<file path="src/rtl/normalizer_seq_pkg.sv">
// normalizer_seq_pkg: state encoding and default width shared by the normalizer block.
package normalizer_seq_pkg;
   typedef enum logic [1:0] {IDLE = 2'd0, SEARCH = 2'd1, DONE = 2'd2} state_t;
   localparam int DEF_WIDTH = 32;
endpackage

</file>
<file path="src/rtl/normalizer_seq_if.sv">
// normalizer_seq_if: operand/result handshake bundle for the normalizer.
interface normalizer_seq_if import normalizer_seq_pkg::*; #(
   parameter int WIDTH = DEF_WIDTH,
   parameter int SHW = $clog2(WIDTH)
);
   logic             in_valid;
   logic             in_ready;
   logic [WIDTH-1:0] in_data;
   logic             out_valid;
   logic             out_ready;
   logic [WIDTH-1:0] out_data;
   logic [SHW-1:0]   out_shamt;
   logic             out_zero;
   modport master (output in_valid, in_data, out_ready, input in_ready, out_valid, out_data, out_shamt, out_zero);
   modport slave  (input in_valid, in_data, out_ready, output in_ready, out_valid, out_data, out_shamt, out_zero);
endinterface

</file>
<file path="src/rtl/normalizer_step.sv">
// normalizer_step: one binary-search probe; tests the masked top bits and offers the shifted word.
module normalizer_step #(
   parameter int WIDTH = 32,
   parameter int SHW = $clog2(WIDTH)
) (
   input  logic [WIDTH-1:0] i_work,
   input  logic [SHW-1:0]   i_step,
   input  logic [WIDTH-1:0] i_mask,
   output logic [WIDTH-1:0] o_work,
   output logic             o_zero
);
   assign o_work = i_work << i_step;
   assign o_zero = (i_work & i_mask) == '0;
endmodule

</file>
<file path="src/rtl/normalizer_seq.sv">
// normalizer_seq: multi-cycle left normalizer resolving one shift-amount bit per cycle, MSB first.
module normalizer_seq import normalizer_seq_pkg::*; #(
   parameter int WIDTH = DEF_WIDTH,
   parameter int SHW = $clog2(WIDTH)
) (
   input logic              clk,
   input logic              rst,
   normalizer_seq_if.slave  bus
);
   state_t           r_state;
   state_t           w_state_n;
   logic [WIDTH-1:0] r_work;
   logic [SHW-1:0]   r_shamt;
   logic [SHW-1:0]   r_k;
   logic [WIDTH-1:0] r_odata;
   logic [SHW-1:0]   r_oshamt;
   logic             r_ozero;
   logic [SHW-1:0]   w_step;
   logic [WIDTH-1:0] w_mask;
   logic [WIDTH-1:0] w_shift;
   logic             w_zero;
   logic [WIDTH-1:0] w_work_n;
   logic [SHW-1:0]   w_shamt_n;
   assign w_step    = SHW'(1) << r_k;
   assign w_mask    = ~({WIDTH{1'b1}} >> w_step);
   assign w_work_n  = w_zero ? w_shift : r_work;
   assign w_shamt_n = w_zero ? (r_shamt | w_step) : r_shamt;
   normalizer_step #(.WIDTH(WIDTH), .SHW(SHW)) u_step (
      .i_work (r_work),
      .i_step (w_step),
      .i_mask (w_mask),
      .o_work (w_shift),
      .o_zero (w_zero)
   );
   always_ff @(posedge clk) begin
      if (rst) r_state <= IDLE;
      else     r_state <= w_state_n;
   end
   always_comb begin
      w_state_n = r_state == IDLE   ? (bus.in_valid ? SEARCH : IDLE) :
                  r_state == SEARCH ? (r_k == '0 ? DONE : SEARCH) :
                  (r_state != DONE || bus.out_ready) ? IDLE : DONE;
      bus.in_ready  = r_state == IDLE;
      bus.out_valid = r_state == DONE;
   end
   // Result registers are separate from the search state so outputs stay put outside DONE.
   always_ff @(posedge clk) begin
      if (rst) begin
         r_work   <= '0;
         r_shamt  <= '0;
         r_k      <= '0;
         r_odata  <= '0;
         r_oshamt <= '0;
         r_ozero  <= 1'b0;
      end else if (r_state == IDLE && bus.in_valid) begin
         r_work  <= bus.in_data;
         r_shamt <= '0;
         r_k     <= SHW'(SHW - 1);
      end else if (r_state == SEARCH) begin
         r_work  <= w_work_n;
         r_shamt <= w_shamt_n;
         r_k     <= r_k - SHW'(1);
         if (r_k == '0) begin
            r_odata  <= w_work_n;
            r_oshamt <= w_shamt_n;
            r_ozero  <= w_work_n == '0;
         end
      end
   end
   assign bus.out_data  = r_odata;
   assign bus.out_shamt = r_oshamt;
   assign bus.out_zero  = r_ozero;
endmodule

</file>
<file path="src/flat_wrapper.sv">
// flat-port wrapper written by rule: the top's interface ports become plain ports
module normalizer_seq_flat import normalizer_seq_pkg::*;
#(
   parameter int WIDTH = DEF_WIDTH,
   parameter int SHW = $clog2(WIDTH)
)
  (clk, rst, bus_in_valid, bus_in_data, bus_out_ready, bus_in_ready, bus_out_valid, bus_out_data, bus_out_shamt, bus_out_zero);
  normalizer_seq_if #(.WIDTH(WIDTH), .SHW(SHW)) bus_i ();
  input logic clk;
  input logic rst;
  input wire logic [$bits(bus_i.in_valid)-1:0] bus_in_valid;
  input wire logic [$bits(bus_i.in_data)-1:0] bus_in_data;
  input wire logic [$bits(bus_i.out_ready)-1:0] bus_out_ready;
  output wire logic [$bits(bus_i.in_ready)-1:0] bus_in_ready;
  output wire logic [$bits(bus_i.out_valid)-1:0] bus_out_valid;
  output wire logic [$bits(bus_i.out_data)-1:0] bus_out_data;
  output wire logic [$bits(bus_i.out_shamt)-1:0] bus_out_shamt;
  output wire logic [$bits(bus_i.out_zero)-1:0] bus_out_zero;
  assign bus_i.in_valid = bus_in_valid;
  assign bus_i.in_data = bus_in_data;
  assign bus_i.out_ready = bus_out_ready;
  assign bus_in_ready = bus_i.in_ready;
  assign bus_out_valid = bus_i.out_valid;
  assign bus_out_data = bus_i.out_data;
  assign bus_out_shamt = bus_i.out_shamt;
  assign bus_out_zero = bus_i.out_zero;
  normalizer_seq #(.WIDTH(WIDTH), .SHW(SHW)) u_core (.clk(clk), .rst(rst), .bus(bus_i));
endmodule
</file>
<file path="config.mk">
export PLATFORM = sky130hd
export DESIGN_NAME = normalizer_seq_flat
export DESIGN_NICKNAME = d
export VERILOG_FILES = /design/src/rtl/normalizer_seq_pkg.sv /design/src/rtl/normalizer_seq_if.sv /design/src/rtl/normalizer_step.sv /design/src/rtl/normalizer_seq.sv /design/src/flat_wrapper.sv
export SDC_FILE = /design/constraint.sdc
export NUM_CORES = 1
export LEC_CHECK = 0
export ABC_AREA = 1
export ABC_CLOCK_PERIOD_IN_PS = 4500
export CAP_MARGIN = 20
export CORE_MARGIN = 1.5
export CORE_UTILIZATION = 30
export CTS_CLUSTER_SIZE = 20
export DETAILED_ROUTE_END_ITERATION = 6
export GPL_ROUTABILITY_DRIVEN = 0
export SLEW_MARGIN = 20
export SYNTH_ARGS = -nofsm -noshare
export SYNTH_HDL_FRONTEND = slang
export SYNTH_SLANG_ARGS = --single-unit
</file>
<file path="constraint.sdc">
create_clock -name clk -period 4.5 [get_ports clk]
set_input_delay 0.9 -clock clk [delete_from_list [all_inputs] [get_ports clk]]
set_output_delay 0.9 -clock clk [all_outputs]
set_load 0.02 [all_outputs]
</file>
Yosys cells after proc, flatten, opt, wreduce, memory -nomap -nowiden. Cells that the tools add are included. Widths: inputs -> output; s select.

Flip-flop bits (word level): 82. Latch bits: 0. RAM bits: 0. Bits in read-only memories: 0. Input bits: 36. Memories: 0.

Add/sub/neg operators: 1. Multiply operators: 0. Divide/modulo/power cells: 0. $lt $le $gt $ge: 0. Eq/ne operators: 3. Shift operators: 3. Mux-type cells: 11. Bitwise gates (word level): 4. Reductions and logical operators: 9.

Operator list (count): $mux 32 (3); $logic_not 32->1 (2); $and 32x32->32 (1); $not 32->32 (1); $shl 32x5->32 (1); $shr 32x5->32 const A (1); $mux 2 (4); $mux 3 (2); $logic_not 5->1 (1); $mux 5 (1); $or 5x5->5 (1); $shl 1x5->5 const A (1); $sub 5x1->5 const B (1); $reduce_and 3->1 (1); $eq 2x1->1 const B (1); $eq 2x2->1 const B (1); $logic_not 2->1 (1); $ne 2x2->1 const B (1); $reduce_bool 2->1 (1); $reduce_or 2->1 (1); $logic_and 1x1->1 (1); $logic_or 1x1->1 (1); $mux 1 (1); $not 1->1 (1).

Logic depth before layout (Yosys ltp). Gate-level depths: netlist of run 1.

Depth in word-level cells: 8. Mapped depth: 21.

Hierarchy. From an unflattened synthesis of run 1, not the netlist that was laid out.

Cell total of the unflattened synthesis: 986. Area, all modules: 5734.2 µm².

Modules (own cells, without submodules): normalizer_seq (instances 1, cells an instance 577, area an instance 3926.3 µm², seq. area each 1641.6 µm²); normalizer_step (instances 1, cells an instance 409, area an instance 1808.0 µm², seq. area each 0.0 µm²).

Least setup slack after synthesis of run 1. OpenSTA, ideal clock, no wires.

Kind: register to register. Start point: reg u_core.r_k[1]. End point: reg u_core.r_odata[22] (netlist: u_core.bus.out_data[22]). Library setup time: 0.128 ns. Arrival time: 2.101 ns. Slack: 2.271 ns. Cell stages (with the launch flop): 13. Buffers on the path: 5. Clock period less this slack: 2.229 ns. Path through: dfxtp_1 > buf_4 > inv_2 > buf_4 > buf_2 > ha_1 > inv_1 > nor2_1 > inv_1 > nor2_1 > clkbuf_1 > clkbuf_1 > a21oi_1.

Word-level cells in the longest chain between the ends: 6. Elaborated cells between the ends (all ways): 9. Those cells by class: shift: 3; mux: 1; bitwise: 2; reduce/logical: 3.

RTL lines: from (decl) (RTL line normalizer_seq.sv:14) `logic [SHW-1:0] r_k;`; from (signal assigned) (RTL line normalizer_seq.sv:58) `r_k <= SHW'(SHW - 1);`; from (signal assigned) (RTL line normalizer_seq.sv:62) `r_k <= r_k - SHW'(1);`; $shl 1x5->5 (RTL line normalizer_seq.sv:24) `assign w_step = SHW'(1) << r_k;`; $shr 32x5->32 (RTL line normalizer_seq.sv:25) `assign w_mask = ~({WIDTH{1'b1}} >> w_step);`; $not 32->32 (RTL line normalizer_seq.sv:25); $and 32x32->32 (RTL line normalizer_step.sv:13) `assign o_zero = (i_work & i_mask) == '0;`; $logic_not 32->1 (RTL line normalizer_step.sv:13); $mux 32 (RTL line normalizer_seq.sv:26) `assign w_work_n = w_zero ? w_shift : r_work;`; to (signal assigned) (RTL line normalizer_seq.sv:64) `r_odata <= w_work_n;`; to (decl) (RTL line normalizer_seq.sv:15) `logic [WIDTH-1:0] r_odata;`.

Parallel ways exist; a longest one is shown, timed or not. A chain may end at the register's enable or synchronous reset.

Final worst setup path of run 1.
Start point: reg u_core.r_k[1]. End point: reg u_core.r_ozero (netlist: u_core.bus.out_zero).

Word-level cells in the longest chain between the ends: 7. Elaborated cells between the ends (all ways): 10. Those cells by class: shift: 3; mux: 1; bitwise: 2; reduce/logical: 4.

RTL lines: $shl 1x5->5 (RTL line normalizer_seq.sv:24); $shr 32x5->32 (RTL line normalizer_seq.sv:25); $not 32->32 (RTL line normalizer_seq.sv:25); $and 32x32->32 (RTL line normalizer_step.sv:13); $logic_not 32->1 (RTL line normalizer_step.sv:13); $mux 32 (RTL line normalizer_seq.sv:26); $logic_not 32->1 (RTL line normalizer_seq.sv:66) `r_ozero <= w_work_n == '0;`; to (signal assigned) (RTL line normalizer_seq.sv:54) `r_ozero <= 1'b0;`; to (signal assigned) (RTL line normalizer_seq.sv:66); to (decl) (RTL line normalizer_seq.sv:17) `logic r_ozero;`.

Parallel ways exist; a longest one is shown, timed or not.

==> reports/results.tsv, run 1 <==
metric	value	unit
Pre-antenna DRT Iters	7	
RSZ-0062 raised after global routing	no	
Max Fclk	254	MHz
Synth Instances	943	
Starting Density	30.8	%
Layout area overhead	19.6	%
Slew headroom	22.1	%
ys flop type	dfxtp_1	
max-cap violations	0	
Final period util	87.4	%
CTS Buf Count	9	
DRC viols	3	
Mean Syn Cell Area	5.93	sq um
Boundary Pins	76	
Final Skew	0.0105	ns
vias per inst	5.31	
Pins Over Slew Limit	0	
first-pass GRT wire length	32300	microns
pwr/cell area	566	nW/um^2
Crit. End Element	register	
Power, Total	3.79	mW
post-layout instance area	6690	sq um
die area	19500	sq um
most common cell in the netlist	nand2_1	
most frequent cells after synthesis	nand2_1, nand3_1, dfxtp_1	
status	finished with violations	
setup tns final	0	ns
leak pwr	3.00	nW
Final Critical Period	3.93	ns
synth warn	0	
Netlist cell types	34	
Ant. Diodes	0	
WP data required	4.78	ns
synth top area cells	dfxtp_1, nand2_1, nand3_1	
Worst Tran Pin Value	1.16	ns
HP Class	register to register	
Seq/Total Area, Yosys	29.3	%
syn_nets	980	
port bufs	75	
maximum number of pins on one net before global-route repair	61	
Area after DPL	6420	sq um
DPL Wire Length	14600	microns
failing checks	DRC	
layout cells sized above 1	5.69	%
leading area contributor after synthesis	dfxtp_1	
Final nets	1018	
Avg WL per Cell	16.5	microns
synthesized area	5600	sq um
# Post-CTS Setup Buffers	0	
flops & latches, synth	82	
Post-synth EDFFs	0	
Synth async-reset ratio	0	%
CTS Sinks	82	
CTS tree	built	
Resized cells post-CTS	0	
Post-CTS Hold Fix Bufs	0	
Detail Route Antenna Nets	0	
DR vias	6443	
final wirelength	20100	microns
CP max FO	20	
Clock Path Buffers	2	
Final WS setup	0.569	ns
Synth top area share	29.3	%
gr usage total	21.0	%
chip height	140	microns
Worst Setup Start Kind	register	
Final Hold Fails	0	
Clock Pin Slew Worst Setup and Hold Paths	0.06	ns
drt initial violations	547	
initial antenna violation count	0	
die width	140	microns
later-pin clock latency in the skew report	0.35	ns
Worst EP arrival	4.22	ns
clock root buffer	clkbuf_16	
# rows	49	
Worst IR Drop VDD	0.301	mV
vias in the first global route	6144	
Final setup viols	0	
H-tree levels	3	
total gr overflow	0	
Placement Setup Slack	0.752	ns
CORE AREA	18100	sq um
worst setup path class	register to register	
==> flip-flops by register name, summed over array words and instances, names as in the netlist <==
signal                count
u_core.r_work            32
u_core.r_k                5
u_core.r_shamt            5
u_core.bus.out_zero       1
u_core.r_state            2
u_core.bus.out_data      32
u_core.bus.out_shamt      5
==> cells by family after synthesis <==
family,synth area share (%)
AOI/OAI and AO/OA,12.3
adders and majority gates,0.224
buffers and inverters,10.8
DFF,29.3
and+or+nand+nor,47.3
==> through the flow <==
step / instances / hold WS [ns] / utilization (%)
5_1_grt: 1213 / 0.485 / 36.9
6_report: 1213 / 0.462 / 36.9
3_5_place_dp: 1199 / 0.449 / 35.4
4_1_cts: 1213 / 0.464 / 36.9
3_3_place_gp: 1199 / 0.447 / 35.4
2_1_floorplan: 943 / 0.431 / -
==> cell usage in the layout, fill, tap and decap left out, types with 3 or more instances in the layout <==
cell type / Yosys / final
nand2_1: 301 / 301
nand3_1: 162 / 162
dfxtp_1: 82 / 82
nor2_1: 80 / 77
inv_1: 75 / 75
clkdlybuf4s50_1: 0 / 74
o21ai_0: 41 / 41
a31oi_1: 39 / 39
nand4_1: 33 / 33
a21oi_1: 19 / 19
buf_4: 6 / 10
clkbuf_16: 0 / 9
inv_2: 7 / 7
o211ai_1: 7 / 7
nand3_2: 6 / 6
nor2_2: 3 / 5
o21bai_1: 5 / 5
nor2_4: 3 / 4
o21ai_1: 4 / 4
or2_2: 3 / 3
==> power by group <==
group | switching (mW) | leakage (nW) | internal [mW]
registers | 0.0834 | 0.671 | 0.840
logic | 1.53 | 2.20 | 0.647
clock network | 0.304 | 0.127 | 0.383
total | 1.92 | 3.00 | 1.87
==> critical path, cell delays in order (launching register included) <==
cell	delay, ns
dfxtp_1	0.52
inv_2	0.25
nand3_2	0.33
nand2_2	0.11
inv_2	0.26
nand2_1	0.15
nand2_1	0.09
nand2_1	0.06
nor2_1	0.88
nand4_1	0.41
nand2_1	0.20
nand2_1	0.07
nor2_1	0.16
nand2_1	0.09
nor2_1	0.12
nand2_1	0.07
a21oi_1	0.11
==> per-layer routing <==
| layer | share of wire [%] | global-route usage, % |
|---|---|---|
| met1 | 46 | 27.9 |
| met2 | 44 | 32.4 |
| met3 | 7.7 | 5.75 |
| met4 | 2.5 | 7.87 |
| met5 | 0 | 0 |
==> cell type report <==
class | count | area (sq um)
fill | 1984 | 11500
multi-input combinational | 720 | 3360
sequential | 82 | 1640
timing repair buffer | 85 | 821
inverter | 83 | 312
tap | 229 | 287
clock buffer | 10 | 239
clock inverter | 4 | 28.8
==> path summary, 6_finish.rpt <==
path | from | end | slack (ns) | cells after the start
worst max-delay path | u_core.r_k[1] | u_core.bus.out_zero | 0.57 | 16
worst min-delay path | u_core.r_shamt[2] | u_core.r_shamt[2] | 0.46 | 2
worst max register to register | u_core.r_k[1] | u_core.bus.out_zero | 0.57 | 16
worst min register to register | u_core.r_shamt[2] | u_core.r_shamt[2] | 0.46 | 2
Note: power is estimated with default switching activity, not from simulation.
==> run 2: changes to the inputs <==
- SETUP_SLACK_MARGIN: default -> 0.5
==> run 2 against run 1 <==
  * The flow still finishes with violations (DRC)
  * Global-route usage unchanged
  * Via count increased by 0.92%
  * Count of clock-buffer cells in the layout unchanged
  * Core utilization is essentially flat
  * Hold slack got worse by 0.0015 ns
  * Final cell count unchanged
  * Design area about the same
  * Die area stayed put
  * Flip-flop and latch count unchanged
  * Power is essentially flat
==> reports/results.tsv, run 2 (synthesized netlist as in run 1, its figures left out) <==
metric	value	unit	change
reg2reg setup slack	0.87	ns	+0.30 ns
CTS Buf Count	9		unchanged
chip height	140	microns	unchanged
CP top delay family	simple AND/OR/NAND/NOR gates		
Pins Over Slew Limit	0		unchanged
WP data required	4.72	ns	-0.06 ns
R2R Path Start	u_core.r_k[0]		
DR vias	6502		+0.92%
Crit. End Element	register		
Slowest cell on crit path	inv_2		
Critical Path Start	u_core.r_k[0]		
Inst Count DP	1199		unchanged
Pre-antenna DRT Iters	7		unchanged
Boundary Pins	76		unchanged
Hold Crit Endpoint	u_core.r_shamt[2]		
Starting Density	30.8	%	unchanged
Post-CTS Hold Fix Bufs	0		unchanged
Comb power frac	57.5	%	about the same
die width	140	microns	unchanged
CTS tree	built		
first-pass GRT wire length	32300	microns	unchanged
depth of the worst register-to-register path	15		-1
Worst Setup Start Kind	register		
leak pwr	3.00	nW	about the same
Switching Power	1.92	mW	+0.12%
CORE AREA	18100	sq um	unchanged
max-cap violations	0		unchanged
Final Critical Period	3.63	ns	-0.302 ns
vias in the first global route	6144		unchanged
Worst EP arrival	3.85	ns	-0.37 ns
CP max FO	31		+55%
drt initial violations	604		+10%
Max Fclk	276	MHz	+8.3%
Final nets	1018		unchanged
die area	19500	sq um	unchanged
Final Hold Fails	0		unchanged
Final Skew	0.0121	ns	+0.00154 ns
Final setup viols	0		unchanged
failing checks	DRC		
final wirelength	20100	microns	+0.39%
vias per inst	5.36		+0.92%
Avg WL per Cell	16.6	microns	+0.39%
Clock Path Buffers	2		unchanged
hold depth	2		unchanged
clock root buffer	clkbuf_16		
layout cells sized above 1	5.79	%	+0.10 points
gr usage total	21.0	%	unchanged
reg2reg end	u_core.bus.out_zero		
Clock Pin Slew Worst Setup and Hold Paths	0.06	ns	about the same
crit path cell chain	inv_2 -> nor2_2 -> nand3_2 -> inv_2 -> nand3_1 -> nand3_1 -> nand2_1 -> o21ai_0 -> nand2_1 -> o21ai_1 -> nor2_1 -> nand3_1 -> nor2_1 -> nand2_1 -> a21oi_1		
pwr/cell area	566	nW/um^2	about the same
Ant. Diodes	0		unchanged
DPL Wire Length	14600	microns	unchanged
sw frac	50.6	%	about the same
setup tns final	0	ns	unchanged
# rows	49		unchanged
Non-Filler Instances	1213		unchanged
port bufs	75		unchanged
H-tree levels	3		unchanged
Slew headroom	46.5	%	+24 points
status	finished with violations		
most frequent cells in the layout	nand2_1, nand3_1, dfxtp_1		
CTS Sinks	82		unchanged
worst setup path class	register to register		
Detail Route Antenna Nets	0		unchanged
later-pin clock latency in the skew report	0.35	ns	about the same
total gr overflow	0		unchanged
Clk pwr share	18.2	%	about the same
RSZ-0062 raised after global routing	no		
initial antenna violation count	0		unchanged
DRC viols	3		unchanged
sequential share of power	24.4	%	about the same
Area after DPL	6420	sq um	unchanged
Worst IR Drop VDD	0.302	mV	+0.20%
WP buf/inv	2		unchanged
post-layout instance area	6690	sq um	about the same
hold_sp	u_core.r_shamt[2]		
largest stage delay on the critical path	0.71	ns	-0.17 ns
maximum number of pins on one net before global-route repair	61		unchanged
Layout area overhead	19.6	%	about the same
Worst Tran Pin Value	0.802	ns	-0.362 ns
Pint	1.87	mW	about the same
Final period util	80.7	%	-6.7 points
commonest non-fill, non-tap cell in the layout	nand2_1		
HP Class	register to register		
run 2: cell counts in the layout (fill, tap and decap cells not counted):
No cell type changed its count.
run 2: how the worst max path moves through the flow:
stage / to / slack, ns / cells past startpoint
detailed placement: u_core.bus.out_zero / 0.75 / 16
global route: u_core.bus.out_zero / 0.68 / 15
floorplan: u_core.bus.out_data[22] / 2.27 / 12
finish: u_core.bus.out_zero / 0.87 / 15
global placement: u_core.bus.out_zero / 0.74 / 16
CTS: u_core.bus.out_zero / 0.74 / 16
run 2: power by group through the flow:
stage               Combinational, mW  Sequential (mW)  Clock, mW
CTS                              2.13            0.923      0.710
global placement                 2.13            0.938          0
floorplan                        1.45            0.981          0
global route                     2.42            0.936      0.740
detailed placement               2.13            0.937          0
finish                           2.18            0.923      0.688
run 2: layer usage:
metal / global-route usage [%] / part of all wire, % / wire [microns] / vias to the layer above
met1: 27.9 / 45 / 9070 / 2989
li1: - / - / - / 3200
met5: 0 / 0 / 0 / -
met2: 32.4 / 44 / 8930 / 271
met3: 5.75 / 8.1 / 1630 / 42
met4: 7.87 / 2.6 / 514 / 0
run 2: worst register-to-register path, stage by stage, from the launching register on:
cell and delay [ns]:
dfxtp_1 0.43, inv_2 0.08, nor2_2 0.14, nand3_2 0.50, inv_2 0.71, nand3_1 0.23, nand3_1 0.13, nand2_1 0.13
o21ai_0 0.42, nand2_1 0.09, o21ai_1 0.23, nor2_1 0.13, nand3_1 0.10, nor2_1 0.06, nand2_1 0.06, a21oi_1 0.05
run 2: what timing repair did:
action,in CTS,in global routing
setup endpoints to repair,0,1
buffers inserted,0,0
gates resized for setup,0,1
run 2: final cells by class:
type | count | area (sq um)
well taps | 229 | 287
repair buffers | 85 | 821
fillers | 1983 | 11500
multi-input cells | 720 | 3370
flip-flops and latches | 82 | 1640
clock buffers | 10 | 239
clock inverters | 4 | 28.8
inverters | 83 | 312
run 2: per-stage QoR:
stage	utilization [%]	power, mW	worst slack, ns	hold slack (ns)
after detailed placement	35.4	3.06	0.752	0.449
after floorplan	-	2.43	2.27	0.431
final	36.9	3.79	0.871	0.461
after CTS	36.9	3.77	0.737	0.464
after global routing	36.9	4.10	0.677	0.485
after global placement	35.4	3.07	0.740	0.447
